## config.mk

```make
export PLATFORM = sky130hd
export DESIGN_NAME = pixel_row_readout
export DESIGN_NICKNAME = d
export VERILOG_FILES = /design/src/rtl/pixel_row_readout.sv
export SDC_FILE = /design/constraint.sdc
export NUM_CORES = 1
export LEC_CHECK = 0
export CAP_MARGIN = 20
export CORE_ASPECT_RATIO = 0.6
export CORE_UTILIZATION = 45
export DETAILED_ROUTE_END_ITERATION = 10
export PLACE_DENSITY_LB_ADDON = 0.15
export SLEW_MARGIN = 20
export SYNTH_ARGS = -nofsm -noshare
export SYNTH_HDL_FRONTEND = slang
export SYNTH_SLANG_ARGS = --single-unit
```

## constraint.sdc

```tcl
create_clock -name CLK -period 2.84 [get_ports CLK]
set_input_delay 0.426 -clock CLK [delete_from_list [all_inputs] [get_ports CLK]]
set_output_delay 0.426 -clock CLK [all_outputs]
set_load 0.05 [all_outputs]
```

## src/rtl/pixel_row_readout.sv

```systemverilog
`timescale 1ns/1ps
// pixel_row_readout: owns the erase/expose/ramp sequence for one pixel row,
// latches each pixel's first comparator crossing as its code, then streams
// the row codes out over a valid/ready handshake.
module pixel_row_readout #(
  parameter int PIXEL_ARRAY_WIDTH = 2,
  parameter int COUNTER_BITS      = 8,
  parameter int ERASE_CYCLES      = 4,
  parameter int EXPOSE_CYCLES     = 255,
  localparam int IDX_BITS = (PIXEL_ARRAY_WIDTH > 1) ? $clog2(PIXEL_ARRAY_WIDTH) : 1
) (
  input  logic                         CLK,
  input  logic                         RESET,
  input  logic                         START,
  input  logic [PIXEL_ARRAY_WIDTH-1:0] COMP,
  input  logic                         DATA_READY,
  output logic                         ERASE,
  output logic                         EXPOSE,
  output logic                         CONVERT,
  output logic [COUNTER_BITS-1:0]      COUNTER,
  output logic [COUNTER_BITS-1:0]      DATA_OUT,
  output logic                         DATA_VALID,
  output logic [IDX_BITS-1:0]          PIXEL_IDX,
  output logic                         BUSY,
  output logic                         ROW_DONE
);

  localparam int TMAX = (ERASE_CYCLES > EXPOSE_CYCLES) ? ERASE_CYCLES : EXPOSE_CYCLES;
  localparam int TW   = $clog2(TMAX + 1);
  localparam logic [IDX_BITS-1:0] LAST_IDX = IDX_BITS'(PIXEL_ARRAY_WIDTH - 1);

  typedef enum logic [2:0] {
    S_IDLE,
    S_ERASE,
    S_EXPOSE,
    S_CONV,
    S_READOUT
  } state_t;

  state_t                       state_q, state_d;
  logic [TW-1:0]                timer_q, timer_d;
  logic [COUNTER_BITS-1:0]      counter_q, counter_d;
  logic [IDX_BITS-1:0]          idx_q, idx_d;
  logic [COUNTER_BITS-1:0]      code_q [PIXEL_ARRAY_WIDTH];
  logic [COUNTER_BITS-1:0]      code_d [PIXEL_ARRAY_WIDTH];
  logic [PIXEL_ARRAY_WIDTH-1:0] latched_q, latched_d;
  logic                         row_done_d;
  logic [COUNTER_BITS-1:0]      dout_d;

  logic                         erase_q, expose_q, convert_q, valid_q, busy_q, row_done_q;
  logic [COUNTER_BITS-1:0]      dout_q;
  logic [IDX_BITS-1:0]          pidx_q;

  // Next-state logic: phase timing, ramp count, first-crossing capture, readout index.
  always_comb begin
    state_d    = state_q;
    timer_d    = timer_q;
    counter_d  = counter_q;
    idx_d      = idx_q;
    code_d     = code_q;
    latched_d  = latched_q;
    row_done_d = 1'b0;
    unique case (state_q)
      S_IDLE: begin
        if (START) begin
          state_d   = S_ERASE;
          timer_d   = TW'(ERASE_CYCLES - 1);
          idx_d     = '0;
          latched_d = '0;
          for (int unsigned i = 0; i < PIXEL_ARRAY_WIDTH; i++) code_d[i] = '0;
        end
      end
      S_ERASE: begin
        if (timer_q == '0) begin
          state_d = S_EXPOSE;
          timer_d = TW'(EXPOSE_CYCLES - 1);
        end else begin
          timer_d = timer_q - 1'b1;
        end
      end
      S_EXPOSE: begin
        if (timer_q == '0) begin
          state_d   = S_CONV;
          counter_d = '0;
        end else begin
          timer_d = timer_q - 1'b1;
        end
      end
      S_CONV: begin
        // The all-ones cycle doubles as saturation: any pixel still unlatched takes that code.
        for (int unsigned i = 0; i < PIXEL_ARRAY_WIDTH; i++) begin
          if (!latched_q[i] && (COMP[i] || (counter_q == '1))) begin
            code_d[i]    = counter_q;
            latched_d[i] = 1'b1;
          end
        end
        if (counter_q == '1) begin
          state_d   = S_READOUT;
          counter_d = '0;
          idx_d     = '0;
        end else begin
          counter_d = counter_q + 1'b1;
        end
      end
      S_READOUT: begin
        if (DATA_READY) begin
          if (idx_q == LAST_IDX) begin
            state_d    = S_IDLE;
            row_done_d = 1'b1;
          end else begin
            idx_d = idx_q + 1'b1;
          end
        end
      end
      default: state_d = S_IDLE;
    endcase
  end

  // Select the code that will be presented on the bus next cycle.
  always_comb begin
    dout_d = '0;
    for (int unsigned i = 0; i < PIXEL_ARRAY_WIDTH; i++) begin
      if (idx_d == IDX_BITS'(i)) dout_d = code_d[i];
    end
  end

  // State and output registers; outputs decode the next state so they change on the same edge.
  always_ff @(posedge CLK) begin
    if (RESET) begin
      state_q    <= S_IDLE;
      timer_q    <= '0;
      counter_q  <= '0;
      idx_q      <= '0;
      latched_q  <= '0;
      for (int unsigned i = 0; i < PIXEL_ARRAY_WIDTH; i++) code_q[i] <= '0;
      erase_q    <= 1'b0;
      expose_q   <= 1'b0;
      convert_q  <= 1'b0;
      valid_q    <= 1'b0;
      busy_q     <= 1'b0;
      row_done_q <= 1'b0;
      dout_q     <= '0;
      pidx_q     <= '0;
    end else begin
      state_q    <= state_d;
      timer_q    <= timer_d;
      counter_q  <= counter_d;
      idx_q      <= idx_d;
      latched_q  <= latched_d;
      for (int unsigned i = 0; i < PIXEL_ARRAY_WIDTH; i++) code_q[i] <= code_d[i];
      erase_q    <= (state_d == S_ERASE);
      expose_q   <= (state_d == S_EXPOSE);
      convert_q  <= (state_d == S_CONV);
      valid_q    <= (state_d == S_READOUT);
      busy_q     <= (state_d != S_IDLE);
      row_done_q <= row_done_d;
      dout_q     <= (state_d == S_READOUT) ? dout_d : '0;
      pidx_q     <= (state_d == S_READOUT) ? idx_d : '0;
    end
  end

  assign ERASE      = erase_q;
  assign EXPOSE     = expose_q;
  assign CONVERT    = convert_q;
  assign COUNTER    = counter_q;
  assign DATA_OUT   = dout_q;
  assign DATA_VALID = valid_q;
  assign PIXEL_IDX  = pidx_q;
  assign BUSY       = busy_q;
  assign ROW_DONE   = row_done_q;

endmodule
```

**Word-level counts from Yosys, hierarchy flattened**

Cells that the tools add are included.

- Flip-flop bits (word level): 53
- Logic and storage cells: 83

- Equality and inequality tests: 14
- Bitwise gates (word level): 3
- Muxes and demuxes: 29
- Reductions and logical operators: 18
- $add $sub $neg: 3

Operators with widths:

| kind | count |
|---|---|
| 8-bit 2-to-1 mux | 8 |
| 16-bit case mux with 2 select lines | 1 |
| 8-bit case mux with 3 select lines | 1 |
| 3-bit 2-to-1 mux | 6 |
| 16-bit 2-to-1 mux | 1 |
| 8-bit case mux with 2 select lines | 1 |
| 3-bit case mux with 5 select lines | 1 |
| 3-bit by 2-bit == test with 1-bit output, second input constant | 4 |
| 2-bit inequality test, second input constant | 5 |
| 3-bit AND reduction | 3 |
| 8-bit by 1-bit adder with 8-bit output, second input constant | 1 |
| 8-bit == test, second input constant | 1 |
| 8-bit zero test | 1 |
| 8-bit by 1-bit subtractor with 8-bit output, second input constant | 1 |
| 1-bit 2-to-1 mux | 7 |
| 3-bit by 1-bit == test with 1-bit output, second input constant | 2 |
| 3-bit == test, second input constant | 2 |
| 3-bit nonzero test | 2 |
| 2-bit case mux with 2 select lines | 1 |
| 2-bit nonzero test | 2 |
| 3-bit zero test | 1 |
| 1-bit inverter | 3 |
| 1-bit case mux with 3 select lines | 1 |
| 3-bit OR reduction | 1 |
| other kinds (7) | 10 |

**Logic depth before layout (Yosys ltp)**

- Depth after elaboration: 6
- Mapped depth: 7
- Mapped depth without buffers: 7

**Worst setup path before layout**

No wires, ideal clock.

- Path type: register -> register
- From: register counter_q[0] (netlist: COUNTER[0])
- To: register code_q[11] in the netlist's numbering
- Clock period less this slack: 2.080 ns
- Required time: 2.725 ns
- Arrival time: 1.965 ns
- Path buffers: 0
- Setup slack: 0.760 ns
- Stages on the path, launching flop included: 7
- Path through: dfxtp_1 -> ha_1 -> nand3_1 -> o21ai_2 -> o21ai_2 -> a22o_1 -> and2_1

- Longest elaborated chain between the ends: 5

RTL lines:

| item | line | source |
|---|---|---|
| from (decl) | 42 | `logic [COUNTER_BITS-1:0] counter_q, counter_d;` |
| from (signal assigned) | 147 | `counter_q <= counter_d;` |
| 8-bit == test | 92 | `if (!latched_q[i] && (COMP[i] \|\| (counter_q == '1))) begin` |
| 1-bit logical OR | 92 |  |
| 1-bit logical AND | 92 |  |
| 8-bit 2-to-1 mux | 92 |  |
| 16-bit case mux with 2 select lines | 63 | `unique case (state_q)` |
| to (decl) | 44 | `logic [COUNTER_BITS-1:0] code_q [PIXEL_ARRAY_WIDTH];` |

Every way passes these cells.
A chain may end at the register's enable or synchronous reset.

**Worst setup path after layout**

- From: register counter_q[0] (netlist: COUNTER[0])
- To: register dout_q[6] (netlist: DATA_OUT[6])

- Longest elaborated chain between the ends: 6
- Elaborated cells between the ends (all ways): 16
- Those cells by class: eq/ne (2); mux (8); bitwise (1); reduce/logical (5)

RTL lines:

| item | line | source |
|---|---|---|
| 8-bit == test * | 92, 97 |  |
| 3-bit 2-to-1 mux or 1-bit logical OR (tied branches) | 97, 92 |  |
| 3-bit case mux with 5 select lines or 1-bit logical AND (tied branches) | 63, 92 |  |
| 3-bit == test or 8-bit 2-to-1 mux (tied branches) | 157, 92 |  |
| 1-bit inverter (no line) or 16-bit case mux with 2 select lines (tied branches) | n/a |  |
| 2-bit OR reduction (no line) or 8-bit 2-to-1 mux (tied branches) | n/a |  |
| to (signal assigned) | 157 | `dout_q <= (state_d == S_READOUT) ? dout_d : '0;` |
| to (decl) | 51 | `logic [COUNTER_BITS-1:0] dout_q;` |

Every way passes the cells marked *; elsewhere a longest branch is shown, timed or not.

==> impl_table.tex <==
\begin{tabular}{lr}
\hline
Metric & Value \\
\hline
\multicolumn{2}{l}{\textbf{Worst setup path}} \\
\quad Setup Crit Path Kind & reg -> reg \\
\quad Worst Setup End Kind & register \\
\quad Type of origin of the critical path & register \\
\quad Endpoint of the most critical register-to-register path & DATA\_OUT[6] \\
\quad Data required, critical path & 3.05 ns \\
\quad R2r startpoint & COUNTER[0] \\
\quad Worst Path Max Fanout & 8 \\
\quad Register-to-register path setup slack & 0.66 ns \\
\quad Number of cells on the worst reg-to-reg path & 6 \\
\quad Arrival time worst endpoint & 2.39 ns \\
\multicolumn{2}{l}{\textbf{Floorplan}} \\
\quad Starting density of the core & 48.4\% \\
\quad Number of top-level pins & 29 \\
\quad Die Ht & 57.1 um \\
\quad Die Area & 0.00536 mm\^{}2 \\
\quad Die X & 93.9 um \\
\quad Floorplan core area & 0.00471 mm\^{}2 \\
\quad Number of cell rows & 19 \\
\multicolumn{2}{l}{\textbf{Timing}} \\
\quad Number of hold-slack violations in the final timing report & 0 \\
\quad Final critical path time including I/O delays and setup & 2.18 ns \\
\quad Slew at the pin closest to its max-slew limit & 0.696 ns \\
\quad Clock skew after layout & 0.00762 ns \\
\quad Final-layout setup total negative slack & 0 ns \\
\quad Worst Hold Slack & 0.506 ns \\
\quad Fmax achieved & 460 MHz \\
\quad Headroom to the max-slew limit & 53.4\% \\
\quad Final period utilization & 76.6\% \\
\quad Setup repair after global routing missed its margin & no \\
\quad Number of slew-limit violations in the final report & 0 \\
\quad Final setup violating endpoints & 0 \\
\multicolumn{2}{l}{\textbf{Layout}} \\
\quad Final instance area & 0.00271 mm\^{}2 \\
\quad Layout filler cell count & 433 \\
\quad Most common library cell in the layout ignoring fill and taps & sky130\_fd\_sc\_hd\_\_dfxtp\_1 \\
\quad Area taken by flip-flops and latches & 0.00106 mm\^{}2 \\
\quad Ant diodes & 0 \\
\quad Post-layout net count & 283 \\
\quad Synthesis-to-layout area growth & 18.9\% \\
\quad Footprint of the multi-input gates & 0.00113 mm\^{}2 \\
\quad Share of post-route cells with drive strength above 1 & 8.33\% \\
\quad Commonest cells after routing, fill and taps aside & 53 x sky130\_fd\_sc\_hd\_\_dfxtp\_1, 33 x sky130\_fd\_sc\_hd\_\_nor2\_1, 28 x sky130\_fd\_sc\_hd\_\_clkdlybuf4s50\_1, 22 x sky130\_fd\_sc\_hd\_\_a21oi\_1 \\
\multicolumn{2}{l}{\textbf{Power and ir drop}} \\
\quad Static Leak & 0.000957 uW \\
\quad Worst vdd rail ir drop & 0.000394 V \\
\quad Power per standard cell area & 839 mW/mm\^{}2 \\
\quad Overall power after layout & 2270 uW \\
\multicolumn{2}{l}{\textbf{Run}} \\
\quad Count of max-cap constraint violations & 0 \\
\multicolumn{2}{l}{\textbf{Outcome}} \\
\quad Run status & finished clean \\
\multicolumn{2}{l}{\textbf{Detailed routing}} \\
\quad Number of DRC markers after the initial detailed-route iteration & 157 \\
\quad Post-route antenna net violation count & 0 \\
\quad Number of iterations in the first detailed-routing pass & 4 \\
\quad Total number of vias & 1,966 \\
\quad Via-to-Cell Ratio & 5.80 \\
\quad Wire length per cell after detailed routing & 16.2 um \\
\quad Routed wire length & 5500 um \\
\quad Drt drc & 0 \\
\multicolumn{2}{l}{\textbf{Clock network}} \\
\quad Clock latency reported for the late side of the worst-skew pair & 0.30 ns \\
\quad Number of H-tree levels & 2 \\
\quad Clock tree from TritonCTS & done \\
\quad Buffer levels on the longest clock path & 2 \\
\quad TritonCTS sink count & 53 \\
\quad Clock buffer count from CTS & 5 \\
\quad Clock input transition at the sequential cells of the worst setup and hold paths & 0.10 ns \\
\quad Post CTS Setup Buffer Count & 0 \\
\quad Master cell of the clock root buffer & sky130\_fd\_sc\_hd\_\_clkbuf\_8 \\
\quad Number of hold-repair buffers added at the cts stage & 0 \\
\quad PostCTS Resize Cnt & 0 \\
\multicolumn{2}{l}{\textbf{Place}} \\
\quad Port Buffer Count & 28 \\
\quad Weighted congestion at the end of routability-driven global placement & 0.833 \\
\quad Area after DPL & 0.00260 mm\^{}2 \\
\quad Post-DP HPWL & 3800 um \\
\multicolumn{2}{l}{\textbf{Logic synthesis}} \\
\quad Main synth FF type & sky130\_fd\_sc\_hd\_\_dfxtp\_1 \\
\quad Cell type with the highest aggregate area in the netlist & sky130\_fd\_sc\_hd\_\_dfxtp\_1 \\
\quad Number of flip-flops and latches in the synthesized netlist & 53 \\
\quad Share of synthesized flip-flops with an asynchronous set or reset & 0\% \\
\quad Average size of a mapped cell & 9.12 um\^{}2 \\
\quad Cells taking the most area after synthesis & sky130\_fd\_sc\_hd\_\_dfxtp\_1 47\%, sky130\_fd\_sc\_hd\_\_nor2\_1 5.4\%, sky130\_fd\_sc\_hd\_\_a21oi\_1 4.8\% \\
\quad Post-synthesis cell count & 250 \\
\quad Sequential fraction of the synthesis area & 46.5\% \\
\quad Synth top area share & 46.5\% \\
\quad Net count after synthesis & 258 \\
\quad Yosys warning count & 0 \\
\quad Cell Area, Synth & 0.00228 mm\^{}2 \\
\quad Number of distinct library cells after synthesis & 50 \\
\quad EDFF count, synth & 0 \\
\multicolumn{2}{l}{\textbf{Min path}} \\
\quad Number of cells on the worst hold path & 2 \\
\quad Hold path start & code\_q[5] \\
\quad End of the worst hold path & code\_q[5] \\
\quad Worst hold path class & reg -> reg \\
\multicolumn{2}{l}{\textbf{Global route}} \\
\quad Overflow after GRT & 0 \\
\quad Overall track demand over capacity in global routing & 22.0\% \\
\quad Number of antenna violations at the first check in global routing & 0 \\
\quad Global-route wire length before repair & 8970 um \\
\quad Maximum number of pins on one net before global-route repair & 33 \\
\quad Via count of the first global-routing pass & 1,699 \\
\hline
\end{tabular}
flip-flops by register name, indices dropped and copies added, names as in the netlist:
name        count
EXPOSE          1
ROW_DONE        1
state_q         3
CONVERT         1
BUSY            1
timer_q         8
DATA_VALID      1
latched_q       2
COUNTER         8
PIXEL_IDX       1
DATA_OUT        8
idx_q           1
ERASE           1
code_q         16
worst max path at each step:
stage               startpoint     endpoint  cells past startpoint
detailed placement       START   code_q[13]                      6
global route        COUNTER[0]  DATA_OUT[7]                      6
CTS                 COUNTER[4]   COUNTER[4]                      1
finish              COUNTER[0]  DATA_OUT[6]                      6
floorplan           COUNTER[0]   code_q[11]                      6
global placement         START  DATA_OUT[2]                      6
per-stage QoR:
step | util (%) | instances | setup slack (ns)
floorplan | - | 250 | 0.760
global placement | 55.2 | 331 | 0.592
detailed placement | 55.2 | 331 | 0.577
CTS | 57.6 | 339 | 0.663
global route | 57.6 | 339 | 0.456
finish | 57.6 | 339 | 0.665
report_power, final:
group	internal, uW	switching (uW)
Sequential	821	104
Combinational	310	527
Clock	265	247
layout make-up:
class	count	share of cell area, %
Timing Repair Buffer	31	11.2
Inverter	6	0.831
Multi-Input combinational cell	178	41.8
Clock inverter	2	1.43
Tap cell	63	2.91
Sequential cell	53	39.2
Clock buffer	6	2.68
worst max-delay path, stage by stage (launching register included):
cell                        delay [ns]
sky130_fd_sc_hd__dfxtp_1          0.48
sky130_fd_sc_hd__ha_1             0.26
sky130_fd_sc_hd__nand3_1          0.15
sky130_fd_sc_hd__nor2_1           0.21
sky130_fd_sc_hd__nand2_1          0.15
sky130_fd_sc_hd__a221oi_2         0.64
sky130_fd_sc_hd__o2bb2ai_1        0.20
cells in the mapped netlist (2+ instances only):
cell type / count
sky130_fd_sc_hd__a211oi_1: 5
sky130_fd_sc_hd__a21oi_1: 22
sky130_fd_sc_hd__a221oi_1: 2
sky130_fd_sc_hd__a22o_1: 8
sky130_fd_sc_hd__a22oi_1: 9
sky130_fd_sc_hd__a31oi_1: 5
sky130_fd_sc_hd__and2_1: 9
sky130_fd_sc_hd__and3_1: 2
sky130_fd_sc_hd__buf_2: 5
sky130_fd_sc_hd__clkbuf_1: 7
sky130_fd_sc_hd__dfxtp_1: 53
sky130_fd_sc_hd__ha_1: 2
sky130_fd_sc_hd__inv_1: 6
sky130_fd_sc_hd__nand2_1: 10
sky130_fd_sc_hd__nand2b_1: 3
sky130_fd_sc_hd__nand3_1: 6
sky130_fd_sc_hd__nand4_1: 2
sky130_fd_sc_hd__nor2_1: 33
sky130_fd_sc_hd__nor3_1: 10
sky130_fd_sc_hd__nor3b_1: 2
sky130_fd_sc_hd__nor4b_1: 2
sky130_fd_sc_hd__o21ai_0: 7
sky130_fd_sc_hd__o21ai_2: 4
sky130_fd_sc_hd__o2bb2ai_1: 8
sky130_fd_sc_hd__o31ai_1: 2
sky130_fd_sc_hd__xnor2_1: 2
cells by family (layout without fill, tap and decap cells):
family                     Yosys count  count (layout)  share of synthesized area [%]
AOI/OAI and AO/OA                   83              83                           26.0
xor gates and xnor gates             3               3                           1.15
adders and majority gates            2               2                           1.10
buffers and inverters               19              45                           3.73
DFF                                 53              53                           46.5
and+or+nand+nor                     90              90                           21.5
metal layers:
metal	vias up	share of wire (%)	global-route usage, %
li1	977	-	-
met1	915	54	36.6
met2	72	36	26.6
met3	2	9.7	6.00
met4	0	0.31	4.84
met5	-	0	0
(Power assumes the default switching activity.)
